[config.mk]
export PLATFORM = sky130hd
export DESIGN_NAME = hazard_scoreboard
export DESIGN_NICKNAME = d
export VERILOG_FILES = /design/src/rtl/hazard_scoreboard.sv
export SDC_FILE = /design/constraint.sdc
export NUM_CORES = 1
export LEC_CHECK = 0
export ABC_AREA = 1
export CAP_MARGIN = 40
export CORE_ASPECT_RATIO = 0.75
export CORE_UTILIZATION = 55
export DETAILED_ROUTE_END_ITERATION = 10
export PLACE_DENSITY = 0.74
export SLEW_MARGIN = 30
export SYNTH_ARGS = -nofsm -noshare
export SYNTH_HDL_FRONTEND = slang
export SYNTH_SLANG_ARGS = --single-unit
[constraint.sdc]
create_clock -name clk -period 2.72 [get_ports clk]
set_input_delay 0.544 -clock clk [delete_from_list [all_inputs] [get_ports clk]]
set_output_delay 0.544 -clock clk [all_outputs]
set_load 0.005 [all_outputs]
[src/rtl/hazard_scoreboard.sv]
// hazard_scoreboard: per-register countdown scoreboard plus branch wait/flush FSM gating issue; HAZARD_FWD_EN enables final-cycle bypass
module hazard_scoreboard #(
  parameter int NUM_REGS = 32,
  parameter int REG_W = 5,
  parameter int MAX_LAT = 4,
  parameter int FLUSH_CYCLES = 2,
  parameter int LAT_W = $clog2(MAX_LAT + 1)
)(
  input  logic                clk,
  input  logic                rst,
  input  logic                i_valid,
  input  logic [REG_W-1:0]    i_rs1,
  input  logic                i_rs1_used,
  input  logic [REG_W-1:0]    i_rs2,
  input  logic                i_rs2_used,
  input  logic [REG_W-1:0]    i_rd,
  input  logic                i_wback,
  input  logic [LAT_W-1:0]    i_lat,
  input  logic                i_branch,
  input  logic                br_resolve,
  input  logic                br_taken,
  output logic                o_issue,
  output logic                o_stall,
  output logic                o_flush,
  output logic                o_fwd1,
  output logic                o_fwd2,
  output logic [NUM_REGS-1:0] o_busy
);
  localparam int FC_W = $clog2(FLUSH_CYCLES + 1);
  typedef enum logic [1:0] {RUN, WAIT_BR, FLUSH} state_t;
  state_t state, state_nx;
  logic [FC_W-1:0] fc, fc_nx;
  logic [LAT_W-1:0] cnt [NUM_REGS];
  logic [LAT_W-1:0] c1, c2, lat_sat;
  logic nr1, nr2, haz1, haz2, hazard;
  assign c1 = cnt[i_rs1];
  assign c2 = cnt[i_rs2];
  assign lat_sat = i_lat > LAT_W'(MAX_LAT) ? LAT_W'(MAX_LAT) : i_lat;
`ifdef HAZARD_FWD_EN
  assign nr1 = c1 > LAT_W'(1);
  assign nr2 = c2 > LAT_W'(1);
  assign o_fwd1 = o_issue && i_rs1_used && i_rs1 != '0 && c1 == LAT_W'(1);
  assign o_fwd2 = o_issue && i_rs2_used && i_rs2 != '0 && c2 == LAT_W'(1);
`else
  assign nr1 = c1 != '0;
  assign nr2 = c2 != '0;
  assign o_fwd1 = 1'b0;
  assign o_fwd2 = 1'b0;
`endif
  assign haz1 = i_rs1_used && i_rs1 != '0 && nr1;
  assign haz2 = i_rs2_used && i_rs2 != '0 && nr2;
  assign hazard = i_valid && (haz1 || haz2);
  always_comb begin
    state_nx = state;
    fc_nx = fc;
    o_issue = 1'b0;
    o_stall = 1'b0;
    o_flush = 1'b0;
    if (!rst) begin
      case (state)
        RUN: begin
          o_issue = i_valid && !hazard;
          o_stall = hazard;
          state_nx = o_issue && i_branch ? WAIT_BR : RUN;
        end
        WAIT_BR: begin
          o_stall = 1'b1;
          if (br_resolve) begin
            state_nx = br_taken ? FLUSH : RUN;
            fc_nx = FC_W'(FLUSH_CYCLES - 1);
          end
        end
        FLUSH: begin
          o_flush = 1'b1;
          state_nx = fc == '0 ? RUN : FLUSH;
          fc_nx = fc == '0 ? fc : fc - FC_W'(1);
        end
        default: state_nx = RUN;
      endcase
    end
  end
  for (genvar g = 0; g < NUM_REGS; g++) begin : g_busy
    assign o_busy[g] = !rst && cnt[g] != '0;
  end
  always_ff @(posedge clk) begin
    cnt[0] <= '0;
    if (rst) begin
      state <= RUN;
      fc <= '0;
      for (int r = 1; r < NUM_REGS; r++) cnt[r] <= '0;
    end else begin
      state <= state_nx;
      fc <= fc_nx;
      for (int r = 1; r < NUM_REGS; r++)
        cnt[r] <= (o_issue && i_wback && i_rd == REG_W'(r)) ? lat_sat :
                  cnt[r] != '0 ? cnt[r] - LAT_W'(1) : cnt[r];
    end
  end
endmodule

Word-level counts from Yosys, hierarchy flattened
Memory sizes are Yosys's and may differ from the RTL's.
Cells that the tools add are included.
{"block": "word_totals", "mem_bits_ro": 0, "register_bits": 4, "input_bits": 27, "n_memories": 1, "output_inout_bits": 37, "latchBits": 0, "elab_cells": 327, "ramBits": 96}
{"memory": "cnt", "depth": 32, "word_bits": 3, "rd": 34, "rd_ports_with_merged_regs": 0, "wr": 32, "line": "33", "text": "logic [LAT_W-1:0] cnt [NUM_REGS];"}
{"block": "op_classes", "order_cmp": 1, "n_mul": 0, "n_shift": 0, "n_div": 0, "n_eq_ne": 35, "muxes": 111, "addsub": 32, "reduce_logical": 114, "bitwise_logic": 31}
{"cell": "3-bit two-way mux", "n": 94}
{"cell": "3-bit nonzero test", "n": 34}
{"cell": "3-bit by 1-bit subtractor with 3-bit output, second input constant", "n": 31}
{"cell": "5-bit == test, second input constant", "n": 16}
{"cell": "1-bit logical AND", "n": 71}
{"cell": "5-bit by 4-bit == test with 1-bit output, second input constant", "n": 8}
{"cell": "1-bit bitwise OR", "n": 31}
{"cell": "5-bit by 3-bit == test with 1-bit output, second input constant", "n": 4}
{"cell": "5-bit by 2-bit == test with 1-bit output, second input constant", "n": 2}
{"cell": "2-bit two-way mux", "n": 5}
{"cell": "5-bit nonzero test", "n": 2}
{"cell": "1-bit two-way mux", "n": 9}
{"cell": "2-bit case mux with 3 select lines", "n": 1}
{"cell": "5-bit by 1-bit == test with 1-bit output, second input constant", "n": 1}
{"cell": "2-bit zero test", "n": 2}
{"cell": "2-bit != test, second input constant", "n": 2}
{"cell": "2-bit case mux with 2 select lines", "n": 1}
{"cell": "3-bit > comparator, second input constant", "n": 1}
{"cell": "3-bit AND reduction", "n": 1}
{"cell": "2-bit by 1-bit == test with 1-bit output, second input constant", "n": 1}
{"cell": "2-bit == test, second input constant", "n": 1}
{"cell": "1-bit zero test", "n": 2}
{"cell": "1-bit case mux with 2 select lines", "n": 1}
{"cell": "2-bit nonzero test", "n": 1}
{"cell": "other kinds (2)", "n": 2}

Longest topological paths before layout
{"block": "depth", "depth_word": 13, "ltp_mapped": 19, "mapped_depth_nobuf": 18}

Worst setup path before layout
Ideal clock, no wire load.
{"block": "synth_path", "path_type": "input-to-reg", "start": "in i_rs1[1]", "end": "mem cnt[27][1] in the netlist's numbering", "slack_ns": 0.447, "required_ns": 2.610, "stages": 19, "path_buffers": 3, "t_arrival_ns": 2.163, "setup_ns": 0.110, "cell_sequence": "buf_4 > nand2_1 > inv_1 > nand2_1 > nand2_1 > nor2_1 > nor2_1 > nor2_1 > nand2_1 > nand2_1 > nand2_1 > nand2_1 > nand4_2 > buf_2 > buf_6 > o21ai_1 > nand3_1 > nand2_1 > inv_1"}
{"item": "start, declared", "line": "12", "text": "input logic [REG_W-1:0] i_rs1,"}
{"item": "end, declared", "line": "33"}

Worst setup path in the final report
{"block": "layout_path", "start": "in i_rs1[0]", "end": "out o_stall"}
{"block": "layout_via", "elab_chain_cells": 7, "elab_cells_between_ends": 9, "classes_between": "mux: 2; reduce/logical: 6; memory: 1"}
{"item": "memory 32 x 3 bit / 5-bit nonzero test (equally long branches)"}
{"item": "3-bit nonzero test / 1-bit logical AND (equally long branches)", "line": "45, 50"}
{"item": "1-bit logical AND *", "line": "50", "text": "assign haz1 = i_rs1_used && i_rs1 != '0 && nr1;"}
{"item": "1-bit logical OR *", "line": "52", "text": "assign hazard = i_valid && (haz1 || haz2);"}
{"item": "1-bit logical AND *", "line": "52"}
{"item": "1-bit case mux with 2 select lines *", "line": "60", "text": "case (state)"}
{"item": "1-bit two-way mux *", "line": "59", "text": "if (!rst) begin"}
{"item": "end, declared", "line": "23", "text": "output logic o_stall,"}
Mark *: on every way between the ends. The rest lies on a longest branch, timed or not.

==> impl_metrics.ini <==
[run_status]
status = finished with violations
violations = setup timing

[timing]
maxSlewViolCount = 0
skew_ns = 0.00922
fmax_mhz = 364
hold_ws_ns = 0.479
worst_pin_slew_ns = 0.557
rsz0062_at_grt = yes
period_needed_ns = 2.75
setup_ws_ns = -0.0281
slew_headroom_pct = 62.9
setup_viol = 1
post-route-period-util_pct = 101
hold_viol_final = 0

[logic_synthesis]
synth_top_area_share_pct = 25.6
ys_top_cells_by_area = dfxtp_1 (26%), nand2_1 (12%), ha_1 (10%)
syn_area_sq_um = 7590
ys.flop_type = dfxtp_1
synth_edf_count = 0
ys_warn_count = 0
yosysSeqAreaShare_pct = 25.6
synth_area_per_cell_sq_um = 6.40
synth_cells = 1185
ys_ff_latch = 97
ys_async_sr_fraction_pct = 0
yosysUniqueCellTypes = 34
yosysTopAreaCell = dfxtp_1

[layout]
fin_area_sq_um = 9370
antenna_cells = 0
finalNonFillerCells = 1468
synthToLayoutAreaGrowth_pct = 23.4
nets = 1382
post-route-util_pct = 70.7
drive_gt1_share_pct = 11.2
final.fill_count = 1189

[grt]
antenna_found_initial = 0
grt_usage_pct = 32.2
grt_pass1_wl_mm = 36.0
grt_pass1_vias = 7030
grt_overflow = 0
grt_max_degree = 43

[floorplanning]
placementRows = 36
core_sq_um = 13200
start_util_pct = 57.3
die_area_sq_um = 14300
die_x_um = 138
fp.dieH_um = 104
ios = 64

[clock_network]
clkSlewWorstSetupHoldPaths_ns = 0.07
clockBufferDepth = 2
clock_latency_ns = 0.35
numClockSinks = 97
cts_buffers = 9
tritoncts = yes
clock-root-buffer = clkbuf_16
htree_levels = 3

[placed_design]
port_buffers = 60
gp_congestion = 1.00
hpwlAfterDp_mm = 16.0
numPlacedInstances = 1441
dpl_cell_area_sq_um = 8830

[detailed_routing]
drtPass1Iterations = 5
dr.first_iter.drc_count = 647
via_per_inst = 5.48
drc_errors = 0
ant_nets = 0
wl_per_cell_um = 15.5
totalWireLength_mm = 22.7
vias = 8047

[power]
power_density_nw_per_um2 = 948
power_leakage_nw = 4.34
p_total_mw = 8.88
ir_drop_v = 0.000571

[critical_path]
cp-end-kind = output pin
cp_common_cell = nand2_1
worstSetupStartpoint = i_rs1[0]
critPathSlowestCell = nor2_4
regToRegSetupSlack_ns = 0.22
cp_top_family = simple AND/OR/NAND/NOR gates
crit_chain = clkbuf_4, buf_8, nor2_4, nand2_1, nand2_1, nor2_1, nor2_1, nor2_1, nand2_1, nand2_1, nand2_1, nand2_2, buf_4, nand2_2, nand3_2, a21oi_2, buf_2
timing.rr.end = cnt[31][1]$_SDFFE_PP0P_
required_ns = 2.18
crit_buf_inv = 4
critical_path_class = input port to output pin
cp-start-kind = input port
r2r_cells = 17
max_stage_delay_ns = 0.22
r2r-start = cnt[1][0]$_SDFFE_PP0P_
cp.depth = 17
cp_max_fo = 5
crit_end = o_stall
arrival_ns = 2.20

[job]
drv_cap = 0

[min_path]
hold_path.class = register to register
[layout by cell type, fill, tap and decap left out, drive strengths merged]
cell type      count
dlygate4sd2        4
dfxtp             97
a31oi              4
clkinvlp           1
a21oi            110
o22ai             13
ha                63
nor3              67
o31ai              2
xor2              56
bufbuf             1
clkdlybuf4s50     48
inv              160
or2                1
nand2            234
nor2             150
bufinv             3
conb               3
o41ai              1
a211oi             2
a22oi              1
dlymetal6s2s       1
o211ai             2
nand4             11
o21ai             61
buf               85
or3                1
nand3             86
clkinv             1
o21bai             9
clkbuf            12
a22o               1
mux2i              6
[through the flow]
step           setup TNS, ns  setup slack (ns)
2_1_floorplan              0             0.447
3_3_place_gp          -45.91            -0.820
3_5_place_dp          -46.20            -0.809
6_report             -0.0281           -0.0281
4_1_cts                    0           0.00458
5_1_grt               -0.108            -0.108
[report_power, final]
part           internal [mW]  switching [mW]
clock                  0.905           0.594
combinational           2.16            2.92
sequential              1.96           0.344
total                   5.02            3.85
[cell usage after synthesis, types with 12 or more instances]
| master | number |
|---|---|
| nand2_1 | 234 |
| inv_1 | 156 |
| nor2_1 | 135 |
| a21oi_1 | 110 |
| dfxtp_1 | 97 |
| nand3_1 | 86 |
| nor3_1 | 67 |
| ha_1 | 63 |
| o21ai_0 | 57 |
| xor2_1 | 56 |
| clkbuf_1 | 24 |
| o22ai_1 | 13 |
| buf_2 | 12 |
[worst reg2reg max path, stage by stage, from the launching register on]
cell     delay (ns)
dfxtp_1        0.30
inv_1          0.12
nand3_1        0.20
nand2_1        0.11
nand2_1        0.05
o21ai_0        0.15
inv_1          0.06
nor2_1         0.15
nor2_2         0.06
nand2_2        0.10
buf_6          0.11
buf_4          0.11
nand4_4        0.14
buf_12         0.20
buf_4          0.17
o21ai_0        0.18
nand2_1        0.09
a21oi_1        0.13
[layout make-up]
cell class	instances	area [sq um]	share of cell area (%)
multi-input cells	884	4920	52.5
flip-flops and latches	97	1940	20.7
repair buffers	141	1350	14.4
inverters	159	602	6.43
clock buffers	10	229	2.44
well taps	171	214	2.28
clock inverters	6	115	1.23
[what timing repair did]
action                                  CTS  global route
endpoints found under the setup margin   93             3
resized for setup                        46            23
pin swaps                                 9            14
gates cloned                              3             0
hold buffers                              0             0
buffers inserted                          6             2
[flip-flops by register name, summed over array words and instances, names as in the netlist]
name / count
cnt: 93
fc: 2
state: 2
[worst min-delay path by stage]
stage / slack, ns / cells past startpoint / startpoint / to
2_1_floorplan: 0.44 / 2 / fc[1]$_SDFFE_PP0P_ / fc[1]$_SDFFE_PP0P_
3_3_place_gp: 0.46 / 2 / fc[1]$_SDFFE_PP0P_ / fc[1]$_SDFFE_PP0P_
3_5_place_dp: 0.47 / 2 / fc[1]$_SDFFE_PP0P_ / fc[1]$_SDFFE_PP0P_
4_1_cts: 0.48 / 2 / fc[1]$_SDFFE_PP0P_ / fc[1]$_SDFFE_PP0P_
5_1_grt: 0.51 / 2 / fc[1]$_SDFFE_PP0P_ / fc[1]$_SDFFE_PP0P_
6_report: 0.48 / 2 / fc[1]$_SDFFE_PP0P_ / fc[1]$_SDFFE_PP0P_
[layer usage]
metal	up-vias	track usage (%)	wire, um
met5	-	0	0
met4	0	7.54	371
met3	36	5.14	1950
met2	312	49.6	9920
met1	3635	46.4	10500
li1	4064	-	-
[kinds of logic (layout without fill, tap and decap cells)]
group                    after synthesis  after routing  synth area share, %
adder cells (fa/ha/maj)               63             63                 10.4
flip-flops                            97             97                 25.6
AND/OR/NAND/NOR                      549            550                 31.3
other                                  1              3               0.0494
multiplexers                           6              6                0.791
buffers and inverters                207            316                 10.9
XOR/XNOR                              56             56                 6.46
AO/OA/AOI/OAI                        206            206                 14.5
No activity file was read; power rests on OpenSTA's default activity.
